===== config.mk =====
export PLATFORM = sky130hd
export DESIGN_NAME = alu_exec_unit
export DESIGN_NICKNAME = d
export VERILOG_FILES = /design/src/rtl/alu_exec_unit_pkg.sv /design/src/rtl/alu_exec_unit_branch_cmp.sv /design/src/rtl/alu_exec_unit.sv
export SDC_FILE = /design/constraint.sdc
export NUM_CORES = 1
export LEC_CHECK = 0
export BUFFER_PORTS_ARGS = -buffer_cell sky130_fd_sc_hd__buf_4
export CORE_ASPECT_RATIO = 1.1
export CORE_UTILIZATION = 44
export DETAILED_ROUTE_END_ITERATION = 16
export GPL_TIMING_DRIVEN = 1
export SETUP_SLACK_MARGIN = 0.15
export SYNTH_ARGS = -nofsm -noshare
export SYNTH_HDL_FRONTEND = slang
export SYNTH_SLANG_ARGS = --single-unit

===== constraint.sdc =====
create_clock -name clk_in -period 3.2 [get_ports clk_in]
set_input_delay 0.16 -clock clk_in [delete_from_list [all_inputs] [get_ports clk_in]]
set_output_delay 0.16 -clock clk_in [all_outputs]
set_load 0.02 [all_outputs]

===== src/rtl/alu_exec_unit_pkg.sv =====
// Shared types for the integer execute stage: op encoding, data/tag widths, result bundle.
package alu_exec_unit_pkg;

  localparam int DATA_W = 32;
  localparam int ADDR_W = 32;
  localparam int ROB_W  = 5;
  localparam int OP_W   = 6;

  localparam logic TRUE  = 1'b1;
  localparam logic FALSE = 1'b0;

  typedef logic [DATA_W-1:0] data_t;
  typedef logic [ADDR_W-1:0] addr_t;
  typedef logic [ROB_W-1:0]  rob_idx_t;

  typedef enum logic [OP_W-1:0] {
    OP_NOP   = 6'd0,
    OP_LUI   = 6'd1,  OP_AUIPC = 6'd2,  OP_JAL  = 6'd3,  OP_JALR = 6'd4,
    OP_BEQ   = 6'd5,  OP_BNE   = 6'd6,  OP_BLT  = 6'd7,  OP_BGE  = 6'd8,
    OP_BLTU  = 6'd9,  OP_BGEU  = 6'd10,
    OP_LB    = 6'd11, OP_LH    = 6'd12, OP_LW   = 6'd13, OP_LBU  = 6'd14,
    OP_LHU   = 6'd15, OP_SB    = 6'd16, OP_SH   = 6'd17, OP_SW   = 6'd18,
    OP_ADDI  = 6'd19, OP_SLTI  = 6'd20, OP_SLTIU = 6'd21, OP_XORI = 6'd22,
    OP_ORI   = 6'd23, OP_ANDI  = 6'd24, OP_SLLI = 6'd25, OP_SRLI = 6'd26,
    OP_SRAI  = 6'd27,
    OP_ADD   = 6'd28, OP_SUB   = 6'd29, OP_SLL  = 6'd30, OP_SLT  = 6'd31,
    OP_SLTU  = 6'd32, OP_XOR   = 6'd33, OP_SRL  = 6'd34, OP_SRA  = 6'd35,
    OP_OR    = 6'd36, OP_AND   = 6'd37
  } op_e;

  typedef struct packed {
    data_t result;
    logic  jump;
    addr_t target;
  } exec_res_t;

endpackage


===== src/rtl/alu_exec_unit_branch_cmp.sv =====
// Combinational branch-condition evaluator for the six conditional branches.
// Non-branch ops report not-taken.
module alu_branch_cmp
  import alu_exec_unit_pkg::*;
(
  input  logic [OP_W-1:0]   op,
  input  logic [DATA_W-1:0] rs1,
  input  logic [DATA_W-1:0] rs2,
  output logic              taken
);

  always_comb begin
    taken = FALSE;
    case (op_e'(op))
      OP_BEQ:  taken = (rs1 == rs2);
      OP_BNE:  taken = (rs1 != rs2);
      OP_BLT:  taken = ($signed(rs1) < $signed(rs2));
      OP_BGE:  taken = ($signed(rs1) >= $signed(rs2));
      OP_BLTU: taken = (rs1 < rs2);
      OP_BGEU: taken = (rs1 >= rs2);
      default: taken = FALSE;
    endcase
  end

endmodule


===== src/rtl/alu_exec_unit.sv =====
// RV32I ALU/branch/jump execute stage; registers result, tag and resolved next-PC.
// Latency 1 cycle, one op per cycle; never backpressures the reservation station.
module alu_exec_unit
  import alu_exec_unit_pkg::*;
#(
  parameter int CNT_W = 32
) (
  input  logic              clk_in,
  input  logic              rst_in,
  input  logic              rdy_in,
  input  logic              clr_in,
  input  logic              in_ready,
  input  logic [OP_W-1:0]   in_op,
  input  logic [DATA_W-1:0] in_rs1,
  input  logic [DATA_W-1:0] in_rs2,
  input  logic [DATA_W-1:0] in_imm,
  input  logic [ADDR_W-1:0] in_pc,
  input  logic [ROB_W-1:0]  in_rob_index,
  output logic              alu_ready,
  output logic [DATA_W-1:0] alu_result,
  output logic [ROB_W-1:0]  alu_rob_index,
  output logic              alu_jump,
  output logic [ADDR_W-1:0] alu_target,
  output logic [CNT_W-1:0]  exec_cnt,
  output logic [CNT_W-1:0]  taken_cnt
);

  op_e       op_sel;
  logic      br_taken;
  addr_t     pc_plus4;
  addr_t     pc_rel;
  exec_res_t res_d;
  exec_res_t res_q;
  rob_idx_t  rob_q;

  assign op_sel   = op_e'(in_op);
  assign pc_plus4 = in_pc + 32'd4;
  assign pc_rel   = in_pc + in_imm;

  alu_branch_cmp u_branch_cmp (
    .op    (in_op),
    .rs1   (in_rs1),
    .rs2   (in_rs2),
    .taken (br_taken)
  );

  always_comb begin
    res_d        = '0;
    res_d.target = pc_plus4;
    case (op_sel)
      OP_LUI:   res_d.result = in_imm;
      OP_AUIPC: res_d.result = pc_rel;
      OP_JAL: begin
        res_d.result = pc_plus4;
        res_d.jump   = TRUE;
        res_d.target = pc_rel;
      end
      OP_JALR: begin
        res_d.result = pc_plus4;
        res_d.jump   = TRUE;
        res_d.target = (in_rs1 + in_imm) & ~32'h1;
      end
      OP_BEQ, OP_BNE, OP_BLT, OP_BGE, OP_BLTU, OP_BGEU: begin
        res_d.jump   = br_taken;
        res_d.target = br_taken ? pc_rel : pc_plus4;
      end
      OP_ADDI:  res_d.result = in_rs1 + in_imm;
      OP_SLTI:  res_d.result = {31'b0, $signed(in_rs1) < $signed(in_imm)};
      OP_SLTIU: res_d.result = {31'b0, in_rs1 < in_imm};
      OP_XORI:  res_d.result = in_rs1 ^ in_imm;
      OP_ORI:   res_d.result = in_rs1 | in_imm;
      OP_ANDI:  res_d.result = in_rs1 & in_imm;
      OP_SLLI:  res_d.result = in_rs1 << in_imm[4:0];
      OP_SRLI:  res_d.result = in_rs1 >> in_imm[4:0];
      OP_SRAI:  res_d.result = $signed(in_rs1) >>> in_imm[4:0];
      OP_ADD:   res_d.result = in_rs1 + in_rs2;
      OP_SUB:   res_d.result = in_rs1 - in_rs2;
      OP_SLL:   res_d.result = in_rs1 << in_rs2[4:0];
      OP_SLT:   res_d.result = {31'b0, $signed(in_rs1) < $signed(in_rs2)};
      OP_SLTU:  res_d.result = {31'b0, in_rs1 < in_rs2};
      OP_XOR:   res_d.result = in_rs1 ^ in_rs2;
      OP_SRL:   res_d.result = in_rs1 >> in_rs2[4:0];
      OP_SRA:   res_d.result = $signed(in_rs1) >>> in_rs2[4:0];
      OP_OR:    res_d.result = in_rs1 | in_rs2;
      OP_AND:   res_d.result = in_rs1 & in_rs2;
      // loads, stores, NOP and unknown encodings still retire with a benign result
      default:  res_d = '{result: '0, jump: FALSE, target: pc_plus4};
    endcase
  end

  // Flush outranks the global stall so a mispredict always kills the pending valid.
  always_ff @(posedge clk_in or negedge rst_in) begin
    if (!rst_in) begin
      alu_ready <= 1'b0;
      res_q     <= '0;
      rob_q     <= '0;
      exec_cnt  <= '0;
      taken_cnt <= '0;
    end else if (clr_in) begin
      alu_ready <= 1'b0;
    end else if (rdy_in) begin
      alu_ready <= in_ready;
      if (in_ready) begin
        res_q    <= res_d;
        rob_q    <= in_rob_index;
        exec_cnt <= exec_cnt + CNT_W'(1);
        if (res_d.jump) taken_cnt <= taken_cnt + CNT_W'(1);
      end
    end
  end

  assign alu_result    = res_q.result;
  assign alu_jump      = res_q.jump;
  assign alu_target    = res_q.target;
  assign alu_rob_index = rob_q;

endmodule


* After elaboration in Yosys (flattened, before gate mapping)
Cells that the tools add are included.
** Cells by class
- Bitwise operators :: 7
- $lt $le $gt $ge :: 6
- Shift-type cells :: 6
- Equal/unequal tests :: 31
- Multiplexer cells :: 6
- Add/sub/neg operators :: 7
- Reductions and logical operators :: 5
** Operators by type and width (count)
- $pmux W32 S22 :: 1
- $lt A32 B32 Y1 :: 4
- $pmux W33 S3 :: 1
- $add A32 B32 Y32 :: 3
- $eq A6 B5 Y1 const B :: 13
- $add A32 B1 Y32 const B :: 2
- $and A32 B32 Y32 :: 2
- $ge A32 B32 Y1 :: 2
- $or A32 B32 Y32 :: 2
- $shl A32 B5 Y32 :: 2
- $shr A32 B5 Y32 :: 2
- $sshr A32 B5 Y32 :: 2
- $xor A32 B32 Y32 :: 2
- $eq A6 B6 Y1 const B :: 6
- $add A32 B3 Y32 const B :: 1
- $eq A32 B32 Y1 :: 1
- $mux W32 :: 1
- $ne A32 B32 Y1 :: 1
- $sub A32 B32 Y32 :: 1
- $eq A6 B3 Y1 const B :: 4
- $eq A6 B4 Y1 const B :: 3
- $eq A6 B2 Y1 const B :: 2
- $eq A6 B1 Y1 const B :: 1
- $pmux W1 S6 :: 1
- other kinds (7) :: 8
** Word-level totals
- Output and inout bits :: 135
- Input port bits :: 144
- Register bits after elaboration :: 135
- Logic and storage cells :: 75

* Longest topological paths before layout
- Depth in word-level cells :: 5
- Gate-level depth with buffers :: 16
- Gate-level depth less buffers :: 14

* By module
Synthesis repeated with hierarchy kept, for this count alone.
** Second synthesis, totals
- Cells, all modules :: 3177
- Area total of the unflattened synthesis :: 23542.6 um^2
** Modules (own cells, without submodules)
- alu_exec_unit :: area each 22542.9 um^2, sequential area each 3378.2 um^2, instances 1, cells an instance 3042
- alu_branch_cmp :: area each 999.7 um^2, sequential area each 0.0 um^2, instances 1, cells an instance 135

* Worst setup path after synthesis
No wires, ideal clock.
- Path type :: input-to-reg
- Start :: input port in_rs1[0]
- End :: register taken_cnt[27]
- Stages :: 16
- Data required time :: 3071 ps
- Buffers on the path :: 2
- Arrival :: 3177 ps
- Path slack :: -106 ps
- Path through :: clkbuf_1 -> inv_1 -> ha_1 -> inv_1 -> fa_1 -> nand3_1 -> a21oi_1 -> nor3_1 -> o21a_1 -> o21a_1 -> mux2i_1 -> and4_1 -> buf_6 -> nor4_4 -> nand4_1 -> xnor2_1
** On the way
- Longest elaborated chain between the ends :: 4
- Elaborated cells on any way between the ends :: 9
** RTL lines
- start, declared :: line alu_exec_unit.sv:14 : input logic [DATA_W-1:0] in_rs1,
- $ge A32 B32 Y1 (tied with other cells) :: line alu_exec_unit_branch_cmp.sv:20 : OP_BGEU: taken = (rs1 >= rs2);
- $pmux W1 S6 (*) :: line alu_exec_unit_branch_cmp.sv:14 : case (op_e'(op))
- $pmux W33 S3 (*) :: line alu_exec_unit.sv:50 : case (op_sel)
- $reduce_and A4 Y1 (no line) (*)
- end signal, assigned :: line alu_exec_unit.sv:107 : if (res_d.jump) taken_cnt <= taken_cnt + CNT_W'(1);
- end, declared :: line alu_exec_unit.sv:25 : output logic [CNT_W-1:0] taken_cnt
Every way passes the cells marked *; elsewhere a longest branch is shown, timed or not.
A chain may end at the register's enable or synchronous reset.

* Final worst setup path
- Start :: input port in_op[3]
- End :: register res_q, in the netlist alu_result[18]
** On the way
- Longest elaborated chain between the ends :: 3
- Elaborated cells on any way between the ends :: 25
** RTL lines
- start, declared :: line alu_exec_unit.sv:13 : input logic [OP_W-1:0] in_op,
- $eq A6 B3 Y1 or $eq A6 B2 Y1 (tied branches) :: line alu_exec_unit.sv:50
- $reduce_or A2 Y1 (no line)
- $pmux W32 S22 (*) :: line alu_exec_unit.sv:50
- end signal, assigned :: line alu_exec_unit.sv:104 : res_q <= res_d;
- end, declared :: line alu_exec_unit.sv:33 : exec_res_t res_q;
Marks and branches as above.

==> results.md <==
* Status: complete, no violations
* RSZ-0062 raised after global routing: true
* # fillers at 4459
* Leakage at 14.95 nW
* Tot Pwr at 0.009763 W
* Setup slack after layout at 177.4 ps
* Largest area contributor in the netlist: dfrtp_1
* Max cap viols at 0
* Synthesis-to-finish area growth at 41.28%
* CTS Buf Count at 17
* Synth Area per Inst at 7.367 um^2
* Most common cell in the synthesized netlist: nand2_1
* Syn nets at 3382
* Setup TNS at 0 ps
* CTS sink cnt at 135
* Root Driver: clkbuf_16
* Peak fanout along the critical path at 9
* Pre-CTS setup slack at -794.2 ps
* DR iter-0 viols at 4382
* Largest net degree at the start of global routing at 78
* Routed len/inst at 29.52 um
* Slew HR at 33.69%
* Fin nets at 4240
* Reg clk slew, reported paths at 90 ps
* Post-Synthesis Cells at 3074
* Crit-path cells: buf_4 -> or4b_4 -> buf_4 -> o21ai_2 -> buf_4 -> nand2_1 -> mux4_2 -> mux2i_1 -> buf_4 -> nand2_1 -> o21ai_0 -> buf_4 -> a21oi_1 -> a221oi_1 -> a31oi_1
* Final hold vios at 0
* Synthesis-stage register bit count at 135
* Global-route wire length before repair at 194.2 mm
* Chip Width at 218.3 um
* Placer Congestion at 1.131
* CTS H-tree lvls at 4
* Height of the die at 239.9 um
* CP dominant cell by count: buf_4
* Synth cell count leaders: nand2_1, a21oi_1, nor2_1
* Setup crit end kind: register
* Critical path type: in2reg
* Area contributors post-synth: dfrtp_1, ha_1, mux2i_1
* Vias in the first global route at 29740
* Register area share after synthesis at 14.92%
* Critical Path Source Type: input pin
* Starting density of the core at 44.88%
* Setup-failing EPs final at 0
* DR vias at 30950
* FP Rows at 86
* Synth Area in Compound Gates at 28.30%
* Primary FF master, synth: dfrtp_1
* Critical path's slowest cell: or4b_4
* Largest family of logic cells by synthesized area: compound AO/OA/AOI/OAI gates
* DRC Markers at 0
* Post-layout util at 63.40%
* Top cell type's share of synthesized area at 14.92%
* Port Buffers at 278
* EDFF count, synth at 0
* DRT Pass-1 Iters at 10
* Overall routed net length at 136.0 mm
* Total congestion overflow at 0
* VDD IR-drop max at 0.0004336 V
* Proportion of synthesized area in mux cells at 12.40%
* Clock skew at 9.690 ps
* Max Clk Rate at 330.8 MHz
* Post-synth ARST share at 100.0%
* Buffer depth of the longest clock path at 2
* Die area at 52380 um^2
* Detail Placement HPWL at 107.8 mm
* Worst EP arrival at 3400 ps
* Antenna viol nets, final at 0
* Worst Tran Pin Value at 994.6 ps
* GRT Total Usage at 50.77%
* Worst EP required at 3580 ps
* Synth Area in Simple Gates at 21.14%
* Initial antenna violation count at 4
* Vias per cell at 6.718
* Adder-cell area share of the yosys netlist at 9.193%
* Post-Syn Area at 22650 um^2
* Yosys cell types at 88
* Share of layout cells above drive strength 1 at 31.63%
* CTS tree: yes
* Multi-input logic area at 18290 um^2
* Final period utilization at 94.46%
* Ports at 279
* Clock Latency Late Sink at 500 ps
* Min-delay worst type: in2reg
* Tmin final at 3023 ps
* Core area at 50470 um^2
* Final Max Slew Viols at 0
* Yosys warns at 0
* Pwr/cell area at 305.2 nW/um^2
* CP peak stage delay at 560 ps
* Post-Synth XOR/XNOR Area at 7.657%
* FF+latch area at 3378 um^2
## layout by cell type (no fill, tap or decap), types with 32 or more instances in the layout
cell	count
buf_4	1031
nand2_1	342
a21oi_1	273
nor2_1	231
mux2i_1	168
ha_1	158
o21ai_0	156
xnor2_1	141
inv_1	138
dfrtp_1	135
nand3_1	107
nor3_1	72
xor2_1	56
a211oi_1	54
a221oi_1	50
a31oi_1	46
a21o_1	44
mux4_2	38
o211ai_1	37
o22ai_1	33
nand4_1	32
and3_1	32
## metrics by stage
stage	hold WS, ps	cell area, um^2	std cells
floorplan	-135.6	22700	3074
global placement	283.1	30940	4560
detailed placement	298.9	30940	4560
CTS	93.13	31670	4600
global route	165.5	31990	4605
finish	113.9	31990	4607
## worst paths after layout
| kind | from | end | slack [ps] | cells past startpoint |
|---|---|---|---|---|
| setup / recovery | in_op[3] | alu_result[18]$_DFFE_PN0P_ | 180 | 15 |
| hold / removal | in_pc[1] | alu_target[1]$_DFFE_PN0P_ | 110 | 4 |
| setup reg to reg | taken_cnt[5]$_DFFE_PN0P_ | taken_cnt[27]$_DFFE_PN0P_ | 480 | 11 |
| hold reg to reg | exec_cnt[6]$_DFFE_PN0P_ | exec_cnt[6]$_DFFE_PN0P_ | 500 | 1 |
| max in group asynchronous | rst_in | alu_result[1]$_DFFE_PN0P_ | 1990 | 3 |
| min in group asynchronous | rst_in | taken_cnt[3]$_DFFE_PN0P_ | 330 | 2 |
## worst max-delay path, delay by kind of cell
kind | cells | cell delay (ps)
multiplexers | 2 | 860
AND/OR/NAND/NOR | 3 | 750
buffers and inverters | 5 | 840
AO/OA/AOI/OAI | 5 | 790
## registers in the layout, indices dropped and copies added, names as in the netlist
name,flops
taken_cnt,32
alu_target,32
alu_ready,1
alu_rob_index,5
alu_result,32
exec_cnt,32
alu_jump,1
## power by group
group | leakage (nW) | internal (W) | switching, W
registers | 1.72 | 0.00187 | 0.000189
logic | 12.9 | 0.00233 | 0.00313
clock network | 0.291 | 0.00112 | 0.00112
total | 15.0 | 0.00532 | 0.00444
## area by class of cell
cell class,instances,share of cell area (%)
well taps,660,2.581
diodes,2,0.01564
inverters,139,1.631
multi-input cells,2572,57.15
clock inverters,15,0.5631
repair buffers,1067,26.17
clock buffers,17,1.330
flip-flops and latches,135,10.56
## kinds of logic (layout without fill, tap and decap cells)
logic type	count (synthesis)	count (layout)
and+or+nand+nor	1013	1013
AOI/OAI and AO/OA	967	967
buffers and inverters	367	1238
muxes	230	230
xor gates and xnor gates	198	198
adders and majority gates	164	164
DFF	135	135
other	0	2
## what timing repair did
| item | in CTS | in global routing |
|---|---|---|
| hold endpoints to repair | 81 | 0 |
| resized for setup | 12 | 57 |
| hold buffers | 8 | 0 |
| pin swaps | 0 | 14 |
| endpoints found under the setup margin | 10 | 47 |
| buffers inserted | 0 | 5 |
## per-layer routing
layer / track usage, % / routed length (um) / vias up
met4: 45.41 / 14720 / 2
li1: - / - / 13150
met2: 74.51 / 56280 / 2481
met1: 60.14 / 48620 / 14640
met5: 0 / 17 / -
met3: 14.33 / 16350 / 678
(Power assumes the default switching activity.)
